[src/rtl/write_back_stage_pkg.sv]
// Shared definitions for the write-back stage: mem_op encodings, FSM state and the write-pair type.
package write_back_stage_pkg;

   localparam int WB_XLEN   = 32;
   localparam int WB_REG_AW = 5;

   localparam logic [2:0] MEM_NONE = 3'b000;
   localparam logic [2:0] MEM_LW   = 3'b001;
   localparam logic [2:0] MEM_LB   = 3'b010;
   localparam logic [2:0] MEM_LBU  = 3'b011;
   localparam logic [2:0] MEM_LH   = 3'b100;
   localparam logic [2:0] MEM_LHU  = 3'b101;
   localparam logic [2:0] MEM_ST   = 3'b110;
   localparam logic [2:0] MEM_RSVD = 3'b111;

   typedef enum logic [1:0] {
      WB_RUN    = 2'd0,
      WB_HALTED = 2'd1,
      WB_FAULT  = 2'd2
   } wb_state_t;

   typedef struct packed {
      logic                 we;
      logic [WB_REG_AW-1:0] rd;
      logic [WB_XLEN-1:0]   data;
   } wb_write_t;

endpackage

[src/rtl/write_back_stage_if.sv]
// Memory-stage to write-back-stage bundle; master is the memory stage, slave is write-back.
interface write_back_stage_if #(
   parameter int XLEN   = 32,
   parameter int REG_AW = 5
);
   logic              mm_valid;
   logic              mm_reg_write;
   logic [REG_AW-1:0] mm_rd;
   logic [2:0]        mm_mem_op;
   logic [XLEN-1:0]   mm_alu_result;
   logic [XLEN-1:0]   mm_load_data;
   logic              mm_branch_taken;
   logic [XLEN-1:0]   mm_branch_target;
   logic              mm_halt;

   modport master (
      output mm_valid, mm_reg_write, mm_rd, mm_mem_op, mm_alu_result,
             mm_load_data, mm_branch_taken, mm_branch_target, mm_halt
   );

   modport slave (
      input  mm_valid, mm_reg_write, mm_rd, mm_mem_op, mm_alu_result,
             mm_load_data, mm_branch_taken, mm_branch_target, mm_halt
   );
endinterface

[src/rtl/write_back_stage_load_align.sv]
// Combinational load extraction: big-endian lane select, sign/zero extension and alignment check.
module wb_load_align
   import write_back_stage_pkg::*;
#(
   parameter int XLEN = 32
) (
   input  logic [2:0]      mem_op,
   input  logic [1:0]      addr,
   input  logic [XLEN-1:0] load_data,
   output logic [XLEN-1:0] data,
   output logic            write_ok,
   output logic            misaligned
);

   logic [7:0]  byte_v;
   logic [15:0] half_v;

   always_comb begin
      byte_v = '0;
      case (addr)
         2'b00:   byte_v = load_data[XLEN-1  -: 8];
         2'b01:   byte_v = load_data[XLEN-9  -: 8];
         2'b10:   byte_v = load_data[XLEN-17 -: 8];
         default: byte_v = load_data[XLEN-25 -: 8];
      endcase
      half_v = addr[1] ? load_data[XLEN-17 -: 16] : load_data[XLEN-1 -: 16];
   end

   always_comb begin
      data       = '0;
      write_ok   = 1'b0;
      misaligned = 1'b0;
      case (mem_op)
         MEM_NONE: write_ok = 1'b1;
         MEM_LW: begin
            write_ok   = 1'b1;
            data       = load_data;
            misaligned = (addr != 2'b00);
         end
         MEM_LB: begin
            write_ok = 1'b1;
            data     = {{(XLEN-8){byte_v[7]}}, byte_v};
         end
         MEM_LBU: begin
            write_ok = 1'b1;
            data     = {{(XLEN-8){1'b0}}, byte_v};
         end
         MEM_LH: begin
            write_ok   = 1'b1;
            data       = {{(XLEN-16){half_v[15]}}, half_v};
            misaligned = addr[0];
         end
         MEM_LHU: begin
            write_ok   = 1'b1;
            data       = {{(XLEN-16){1'b0}}, half_v};
            misaligned = addr[0];
         end
         default: write_ok = 1'b0;
      endcase
   end

endmodule

[src/rtl/write_back_stage.sv]
// Pipeline write-back stage: register-file write, branch redirect, retire counter, halt/fault FSM.
// Optional macro WB_FORWARD_EN enables the same-cycle forward to decode (tied to 0 otherwise).
module write_back_stage
   import write_back_stage_pkg::*;
#(
   parameter int XLEN   = 32,
   parameter int REG_AW = 5,
   parameter int CNT_W  = 32
) (
   input  logic               clk,
   input  logic               reset,
   input  logic               enable,
   write_back_stage_if.slave  mm,
   output logic               rf_we,
   output logic [REG_AW-1:0]  rf_waddr,
   output logic [XLEN-1:0]    rf_wdata,
   output logic               fwd_valid,
   output logic [REG_AW-1:0]  fwd_rd,
   output logic [XLEN-1:0]    fwd_data,
   output logic               br_valid,
   output logic [XLEN-1:0]    br_target,
   output logic               halted,
   output logic               fault,
   output logic [CNT_W-1:0]   retired_count
);

   logic              e_valid;
   logic              e_reg_write;
   logic [REG_AW-1:0] e_rd;
   logic [2:0]        e_mem_op;
   logic [XLEN-1:0]   e_alu;
   logic [XLEN-1:0]   e_load;
   logic              e_br_taken;
   logic [XLEN-1:0]   e_br_target;
   logic              e_halt;
   logic              consumed;
   wb_state_t         state;
   logic [CNT_W-1:0]  cnt;
   logic [XLEN-1:0]   br_last;

   logic [XLEN-1:0]   ld_data;
   logic              wr_ok;
   logic              mis;
   logic              active;
   wb_write_t         wr;

   wb_load_align #(.XLEN(XLEN)) u_align (
      .mem_op     (e_mem_op),
      .addr       (e_alu[1:0]),
      .load_data  (e_load),
      .data       (ld_data),
      .write_ok   (wr_ok),
      .misaligned (mis)
   );

   // An entry is live only once: consumed is set by any edge that does not load a new entry.
   always_comb begin
      active  = e_valid & ~consumed & enable & (state == WB_RUN);
      wr.we   = active & e_reg_write & (e_rd != '0) & wr_ok & ~mis;
      wr.rd   = e_rd;
      wr.data = (e_mem_op == MEM_NONE) ? e_alu : ld_data;
   end

   assign rf_we         = wr.we;
   assign rf_waddr      = wr.rd;
   assign rf_wdata      = wr.data;
   assign br_valid      = active & e_br_taken & ~mis;
   assign br_target     = br_valid ? e_br_target : br_last;
   assign halted        = (state == WB_HALTED);
   assign fault         = (state == WB_FAULT);
   assign retired_count = cnt;

`ifdef WB_FORWARD_EN
   assign fwd_valid = wr.we;
   assign fwd_rd    = wr.rd;
   assign fwd_data  = wr.data;
`else
   assign fwd_valid = 1'b0;
   assign fwd_rd    = '0;
   assign fwd_data  = '0;
`endif

   // A committing halt or fault entry blocks the capture on the same edge, so nothing follows it.
   always_ff @(posedge clk or negedge reset) begin
      if (!reset) begin
         e_valid     <= 1'b0;
         e_reg_write <= 1'b0;
         e_rd        <= '0;
         e_mem_op    <= MEM_NONE;
         e_alu       <= '0;
         e_load      <= '0;
         e_br_taken  <= 1'b0;
         e_br_target <= '0;
         e_halt      <= 1'b0;
         consumed    <= 1'b0;
         state       <= WB_RUN;
         cnt         <= '0;
         br_last     <= '0;
      end else if (enable) begin
         if (state == WB_RUN) begin
            br_last <= br_target;
            if (active && mis) begin
               state <= WB_FAULT;
            end else begin
               if (active)
                  cnt <= cnt + CNT_W'(1);
               if (active && e_halt) begin
                  state <= WB_HALTED;
               end else begin
                  e_valid     <= mm.mm_valid;
                  e_reg_write <= mm.mm_reg_write;
                  e_rd        <= mm.mm_rd;
                  e_mem_op    <= mm.mm_mem_op;
                  e_alu       <= mm.mm_alu_result;
                  e_load      <= mm.mm_load_data;
                  e_br_taken  <= mm.mm_branch_taken;
                  e_br_target <= mm.mm_branch_target;
                  e_halt      <= mm.mm_halt;
                  consumed    <= 1'b0;
               end
            end
         end
      end else begin
         consumed <= 1'b1;
      end
   end

endmodule
[src/flat_wrapper.sv]
// flat-port wrapper written by rule: the top's interface ports become plain ports
module write_back_stage_flat import write_back_stage_pkg::*;
#(
   parameter int XLEN   = 32,
   parameter int REG_AW = 5,
   parameter int CNT_W  = 32
)
  (clk, reset, enable, rf_we, rf_waddr, rf_wdata, fwd_valid, fwd_rd, fwd_data, br_valid, br_target, halted, fault, retired_count, mm_mm_valid, mm_mm_reg_write, mm_mm_rd, mm_mm_mem_op, mm_mm_alu_result, mm_mm_load_data, mm_mm_branch_taken, mm_mm_branch_target, mm_mm_halt);
  write_back_stage_if #(.XLEN(XLEN), .REG_AW(REG_AW)) mm_i ();
  input  logic clk;
  input  logic reset;
  input  logic enable;
  output logic rf_we;
  output logic [REG_AW-1:0] rf_waddr;
  output logic [XLEN-1:0] rf_wdata;
  output logic fwd_valid;
  output logic [REG_AW-1:0] fwd_rd;
  output logic [XLEN-1:0] fwd_data;
  output logic br_valid;
  output logic [XLEN-1:0] br_target;
  output logic halted;
  output logic fault;
  output logic [CNT_W-1:0] retired_count;
  input wire logic [$bits(mm_i.mm_valid)-1:0] mm_mm_valid;
  input wire logic [$bits(mm_i.mm_reg_write)-1:0] mm_mm_reg_write;
  input wire logic [$bits(mm_i.mm_rd)-1:0] mm_mm_rd;
  input wire logic [$bits(mm_i.mm_mem_op)-1:0] mm_mm_mem_op;
  input wire logic [$bits(mm_i.mm_alu_result)-1:0] mm_mm_alu_result;
  input wire logic [$bits(mm_i.mm_load_data)-1:0] mm_mm_load_data;
  input wire logic [$bits(mm_i.mm_branch_taken)-1:0] mm_mm_branch_taken;
  input wire logic [$bits(mm_i.mm_branch_target)-1:0] mm_mm_branch_target;
  input wire logic [$bits(mm_i.mm_halt)-1:0] mm_mm_halt;
  assign mm_i.mm_valid = mm_mm_valid;
  assign mm_i.mm_reg_write = mm_mm_reg_write;
  assign mm_i.mm_rd = mm_mm_rd;
  assign mm_i.mm_mem_op = mm_mm_mem_op;
  assign mm_i.mm_alu_result = mm_mm_alu_result;
  assign mm_i.mm_load_data = mm_mm_load_data;
  assign mm_i.mm_branch_taken = mm_mm_branch_taken;
  assign mm_i.mm_branch_target = mm_mm_branch_target;
  assign mm_i.mm_halt = mm_mm_halt;
  write_back_stage #(.XLEN(XLEN), .REG_AW(REG_AW), .CNT_W(CNT_W)) u_core (.clk(clk), .reset(reset), .enable(enable), .mm(mm_i), .rf_we(rf_we), .rf_waddr(rf_waddr), .rf_wdata(rf_wdata), .fwd_valid(fwd_valid), .fwd_rd(fwd_rd), .fwd_data(fwd_data), .br_valid(br_valid), .br_target(br_target), .halted(halted), .fault(fault), .retired_count(retired_count));
endmodule
[config.mk]
export PLATFORM = sky130hd
export DESIGN_NAME = write_back_stage_flat
export DESIGN_NICKNAME = d
export VERILOG_FILES = /design/src/rtl/write_back_stage_pkg.sv /design/src/rtl/write_back_stage_if.sv /design/src/rtl/write_back_stage_load_align.sv /design/src/rtl/write_back_stage.sv /design/src/flat_wrapper.sv
export SDC_FILE = /design/constraint.sdc
export NUM_CORES = 1
export LEC_CHECK = 0
export BUFFER_PORTS_ARGS = -buffer_cell sky130_fd_sc_hd__buf_2
export CORE_MARGIN = 2
export CORE_UTILIZATION = 45
export CTS_CLUSTER_DIAMETER = 200
export DETAILED_ROUTE_END_ITERATION = 7
export GPL_TIMING_DRIVEN = 1
export PLACE_DENSITY_LB_ADDON = 0.15
export SLEW_MARGIN = 20
export SYNTH_ARGS = -nofsm -noshare
export SYNTH_HDL_FRONTEND = slang
export SYNTH_SLANG_ARGS = --single-unit
[constraint.sdc]
create_clock -name clk -period 2.5 [get_ports clk]
set_input_delay 0.25 -clock clk [delete_from_list [all_inputs] [get_ports clk]]
set_output_delay 0.25 -clock clk [all_outputs]
set_load 0.02 [all_outputs]
# ---- Yosys cells after proc, flatten, opt, wreduce, memory -nomap -nowiden
# Index checks and enable logic that the tools add are counted.
dict set report classes {
  eq_ne 12
  n_addsub 1
  bitwise_logic 13
  mux 13
  n_reduce_logical 15
}
# op n
set op_table {}
lappend op_table {{$pmux 32 s5} 1}
lappend op_table {{$mux 32} 2}
lappend op_table {{$add 32x1->32 const B} 1}
lappend op_table {{$pmux 8 s3} 1}
lappend op_table {{$mux 16} 1}
lappend op_table {{$and 1x1->1} 9}
lappend op_table {{$reduce_and 4->1} 2}
lappend op_table {{$eq 3x2->1 const B} 2}
lappend op_table {{$eq 3x3->1 const B} 2}
lappend op_table {{$reduce_and 3->1} 2}
lappend op_table {{$reduce_or 6->1} 1}
lappend op_table {{$mux 1} 5}
lappend op_table {{$reduce_bool 5->1} 1}
lappend op_table {{$eq 2x1->1 const B} 2}
lappend op_table {{$eq 2x2->1 const B} 2}
lappend op_table {{$logic_not 2->1} 2}
lappend op_table {{$mux 2} 2}
lappend op_table {{$ne 2x2->1 const B} 2}
lappend op_table {{$not 1->1} 4}
lappend op_table {{$reduce_bool 2->1} 2}
lappend op_table {{$eq 3x1->1 const B} 1}
lappend op_table {{$logic_not 3->1} 1}
lappend op_table {{$logic_and 1x1->1} 2}
lappend op_table {{$ne 2x1->1 const B} 1}
lappend op_table {{other kinds (3)} 3}
dict set report totals {
  regBits 175
  out_inout_bits 143
}

# ---- Longest topological paths before layout
dict set report logic_depth {
  depth_word 9
  ltp_mapped 9
  mapped_depth_nobuf 6
}

# ---- Cells and area by module
# A second synthesis with hierarchy kept.
dict set report hier_totals {
  cells_unflattened 648
  hier_area_um2 8794.7
}
# module instances area_each_um2 seq_area_each_um2 cells_per_inst
set modules_own_cells {}
lappend modules_own_cells {write_back_stage 1 8040.2 4379.2 551}
lappend modules_own_cells {wb_load_align 1 754.5 0.0 97}

# ---- Worst setup path before layout
# OpenSTA, ideal clock, no wires.
dict set report synth_path {
  path_type {reg2out}
  start {register u_core.e_mem_op[1]}
  end {output br_target[10]}
  slack_ns 0.404
  path_buffers 4
  arrival_time_ns 1.846
  t_required_ns 2.250
  path_stages_with_launch 10
  path_cell_list {dfrtp_1 -> buf_4 -> clkinv_1 -> o221ai_1 -> and2_1 -> buf_2 -> nand2_1 -> buf_6 -> buf_6 -> mux2_1}
}
dict set report synth_between {
  elab_chain_len 6
  word_cells_on_any_way 8
  cone_classes {eq/ne (3); mux (2); bitwise (2); reduce/logical (1)}
}
# element line
set synth_rtl {}
lappend synth_rtl {{start, declared} write_back_stage.sv:30} ;# logic [2:0] e_mem_op;
lappend synth_rtl {{start signal, assigned} write_back_stage.sv:113} ;# e_mem_op <= mm.mm_mem_op;
lappend synth_rtl {{$eq 3x3->1} write_back_stage_load_align.sv:33} ;# case (mem_op)
lappend synth_rtl {{$reduce_or 2->1 (no source line)} n/a}
lappend synth_rtl {{$pmux 1 s2 *} write_back_stage_load_align.sv:33}
lappend synth_rtl {{$not 1->1 *} write_back_stage.sv:67} ;# assign br_valid = active & e_br_taken & ~mis;
lappend synth_rtl {{$and 1x1->1 *} write_back_stage.sv:67}
lappend synth_rtl {{$mux 32 *} write_back_stage.sv:68} ;# assign br_target = br_valid ? e_br_target : br_last;
lappend synth_rtl {{end, declared} flat_wrapper.sv:20} ;# output logic [XLEN-1:0] br_target;
# Mark *: on every way between the ends. The rest lies on a longest branch, timed or not.

# ---- Worst setup path after layout
dict set report layout_path {
  start {register u_core.consumed}
  end {output br_target[8]}
}
dict set report layout_between {
  elab_chain_len 7
}
# element line
set layout_rtl {}
lappend layout_rtl {{start, declared} write_back_stage.sv:36} ;# logic consumed;
lappend layout_rtl {{start signal, assigned} write_back_stage.sv:95} ;# consumed <= 1'b0;
lappend layout_rtl {{start signal, assigned} write_back_stage.sv:119} ;# consumed <= 1'b0;
lappend layout_rtl {{start signal, assigned} write_back_stage.sv:124} ;# consumed <= 1'b1;
lappend layout_rtl {{$not 1->1} write_back_stage.sv:58} ;# active = e_valid & ~consumed & enable & (state == WB_RUN);
lappend layout_rtl {{$and 1x1->1 (3 in a row)} write_back_stage.sv:58}
lappend layout_rtl {{$and 1x1->1 (2 in a row)} write_back_stage.sv:67}
lappend layout_rtl {{$mux 32} write_back_stage.sv:68}
# No other way between the ends.

==> metrics.md <==
| Metric | Value |
|---|---|
| Max Fclk | about 410 MHz |
| Power density over the cells | 1334 nW/um^2 |
| CP peak stage delay | 0.36 ns |
| M1 wire length | about 8500 um |
| Tcrit/Tclk final | 0.9862 |
| Max-Cap Viols | 0 |
| Vias in the first global route | 6293 |
| Crit Path Category | reg2out |
| First-pass detailed-route iteration total | 8 |
| Final Slew Violations | 0 |
| Async set or reset register ratio after synthesis | 1.000 |
| Startpoint type of the worst setup path | flip-flop |
| Worst hold slack | 0.03735 ns |
| Die Ht | 140.1 um |
| Min-delay worst type | in2reg |
| First-pass GRT wire length | 32780 um |
| DRT Wirelength | 21040 um |
| Outcome | complete, but fails checks |
| Initial antenna violation count | 6 |
| Placed Cells | 1072 |
| Gr usage total | 0.2110 |
| Violated checks | design-rule violations |
| Sequential area share after synthesis | 0.5253 |
| Core Area | roughly 18000 sq um |
| Via-to-Cell Ratio | 5.298 |
| Clock Tree Buf Depth | 2 |
| DR top layer | met5 |
| Element type at the critical path end | primary output |
| Std-Cell Rows | approximately 50 |
| Setup violations, final | 0 |
| Synth Instances | about 650 |
| Post-Layout Cell Count | 1122 |
| Placer congestion estimate | a little over 0.8 |
| # nets final | 988 |
| Crit-path slowest cell | dfrtp_1 |
| Largest net degree at the start of global routing | between 70 and 80 |
| Worst path buffer plus inverter count | 2 |
| Die area | 19630 sq um |
| Synth cell types | 54 |
| Worst Tran Pin Value | 0.5304 ns |
| Clock-pin slew on the worst setup and hold paths | 0.07 ns |
| Total negative slack | 0 ns |
| Warnings, synthesis | 0 |
| Worst Skew | 0.008593 ns |
| Place WS | ~0.29 ns |
| DRC errors left | 46 |
| CP top delay family | simple AND/OR/NAND/NOR gates |
| Met2 routed WL | around 11000 um |
| Synth Flop Type | dfrtp_1 |
| Wire length on met3 | 1542 um |
| Post-DP HPWL | about 15000 um |
| Mapped cell area | between 8000 and 9000 sq um |
| Die W | 140.1 um |
| Relative slew slack | 0.6464 |
| Seq cells post-synth | between 150 and 200 |
| Area Overhead vs Synth | 26.52% |
| CTS tree | yes |
| Clk_lat worst skew | 0.43 ns |
| IO Pins | 254 |
| CTS Buf Count | 17 |
| Antenna Nets Post-Route | 0 |
| Total number of vias | 5944 |
| Placed inst area | 9558 sq um |
| Fin crit period | between 2 and 2.5 ns |
| Fin area | 10550 sq um |
| Avg Cell Area, Syn | approximately 13 sq um |
| Initial Util | 0.4609 |
| Final count of hold timing violations | 0 |
| Leakage | around 5.2 nW |
| EDFF count, synth | 0 |
| Crit path required time | 2.25 ns |
| CP cell instances | and2b_1 -> and3_4 -> and2_4 -> nand2_8 -> clkbuf_16 -> mux2_1 -> buf_2 |
| Final Worst Setup Slack | 0.03448 ns |
| H-tree lvl count | 4 |
| WP data arrival | 2.22 ns |
| Initial drt markers | 316 |
| RSZ-0062 raised after global routing | yes |
| Total gr overflow | 0 |
| Filler cell count | 1523 |
| Max FO, Critical Path | 7 |
| Layout cells sized above 1 | 0.4803 |
| Clock root cell | clkbuf_16 |
| Worst VDD drop | 0.8990 mV |
| Buffers on Ports | 215 |
| WL/cell | 18.75 um |
| Clk sinks | 175 |
==> flip-flops by register name (all words and copies together) (netlist names), 2 cells and up <==
| name | cells |
|---|---|
| u_core.retired_count | 32 |
| u_core.state | 2 |
| u_core.rf_waddr | 5 |
| u_core.e_mem_op | 3 |
| u_core.e_br_target | 32 |
| u_core.e_alu | 32 |
| u_core.br_last | 32 |
| u_core.e_load | 32 |
==> final cells by class <==
class                   instances  area (sq um)  share of cell area
well taps                     229         286.5             0.02716
clock inverters                12         180.2             0.01708
diodes                          4         10.01           0.0009490
flip-flops and latches        175          4383              0.4155
multi-input cells             429          3645              0.3456
clock buffers                  20         456.7             0.04330
repair buffers                247          1564              0.1483
inverters                       6         22.52            0.002135
==> stage by stage <==
stage	power, mW	utilization
global route	14.90	0.5828
global placement	10.53	0.5285
detailed placement	10.70	0.5285
CTS	13.71	0.5688
finish	14.07	0.5832
floorplan	8.754	-
==> cell usage after synthesis (7+ instances only) <==
| master | instances | share of area |
|---|---|---|
| nor2b_1 | 7 | 0.0053 |
| xnor2_1 | 9 | 0.0095 |
| clkbuf_1 | 10 | 0.0045 |
| nor3_1 | 17 | 0.010 |
| mux2_2 | 127 | 0.17 |
| buf_4 | 42 | 0.038 |
| nand2_1 | 19 | 0.0086 |
| nor2_1 | 26 | 0.012 |
| mux2_1 | 49 | 0.066 |
| xor2_1 | 22 | 0.023 |
| dfrtp_1 | 175 | 0.53 |
| a221o_1 | 16 | 0.019 |
| buf_2 | 12 | 0.0072 |
| nand3_1 | 14 | 0.0084 |
| mux2i_1 | 7 | 0.0084 |
| buf_6 | 7 | 0.0095 |
==> layout by cell type, fill, tap and decap left out, drive strengths merged, types with 9 or more instances in the layout <==
master,instances
xnor2,9
mux2,176
nand2,19
nor3,18
dfrtp,175
nand3,15
conb,38
nor2,27
inv,9
buf,244
a221o,16
clkbuf,22
xor2,22
==> routing by layer <==
layer,vias up,global-route usage
met3,31,0.06838
met2,221,0.3648
met5,-,0
met4,4,0.06911
met1,2964,0.2502
li1,2724,-
==> power breakdown <==
group          internal [mW]  switching [mW]
Clock                   1.74            1.14
Sequential              4.02           0.902
Combinational           3.00            3.28
==> repair_timing <==
item,CTS,global route
gates cloned,1,4
hold endpoints to repair,51,0
pin swaps,2,3
hold buffers,1,0
buffers inserted,3,5
endpoints found under the setup margin,47,58
resized for setup,11,48
==> worst reg2reg max path: stages (launching register included) <==
cell and delay [ns]:
dfrtp_1 0.42, nand4_2 0.21, or3_1 0.53, nor3_2 0.33, or3b_1 0.40, xnor2_1 0.14
==> path summary, 6_finish.rpt <==
| kind | from | endpoint | slack, ns | cells after the start |
|---|---|---|---|---|
| hold reg to reg | u_core.retired_count[31] | u_core.retired_count[31] | 0.47 | 1 |
| max in group asynchronous | reset | u_core.br_last[12] | 1.37 | 3 |
| min in group asynchronous | reset | u_core.retired_count[23] | 0.35 | 2 |
| setup reg to reg | u_core.retired_count[5] | u_core.retired_count[26] | 0.36 | 5 |
| hold / removal | mm_mm_branch_target[19] | u_core.e_br_target[19] | 0.04 | 2 |
| setup / recovery | u_core.consumed | br_target[8] | 0.03 | 7 |
==> cells by family (layout without fill, tap and decap cells) <==
| kind of cell | Yosys count | in the layout | share of synthesized area |
|---|---|---|---|
| AO/OA/AOI/OAI | 54 | 54 | 0.05223 |
| XOR/XNOR | 31 | 31 | 0.03257 |
| adder cells (fa/ha/maj) | 1 | 1 | 0.001501 |
| buffers and inverters | 79 | 285 | 0.06259 |
| flip-flops | 175 | 175 | 0.5253 |
| multiplexers | 184 | 184 | 0.2488 |
| other | 1 | 42 | 0.0004498 |
| AND/OR/NAND/NOR | 121 | 121 | 0.07655 |
Note: power is estimated with default switching activity, not from simulation.
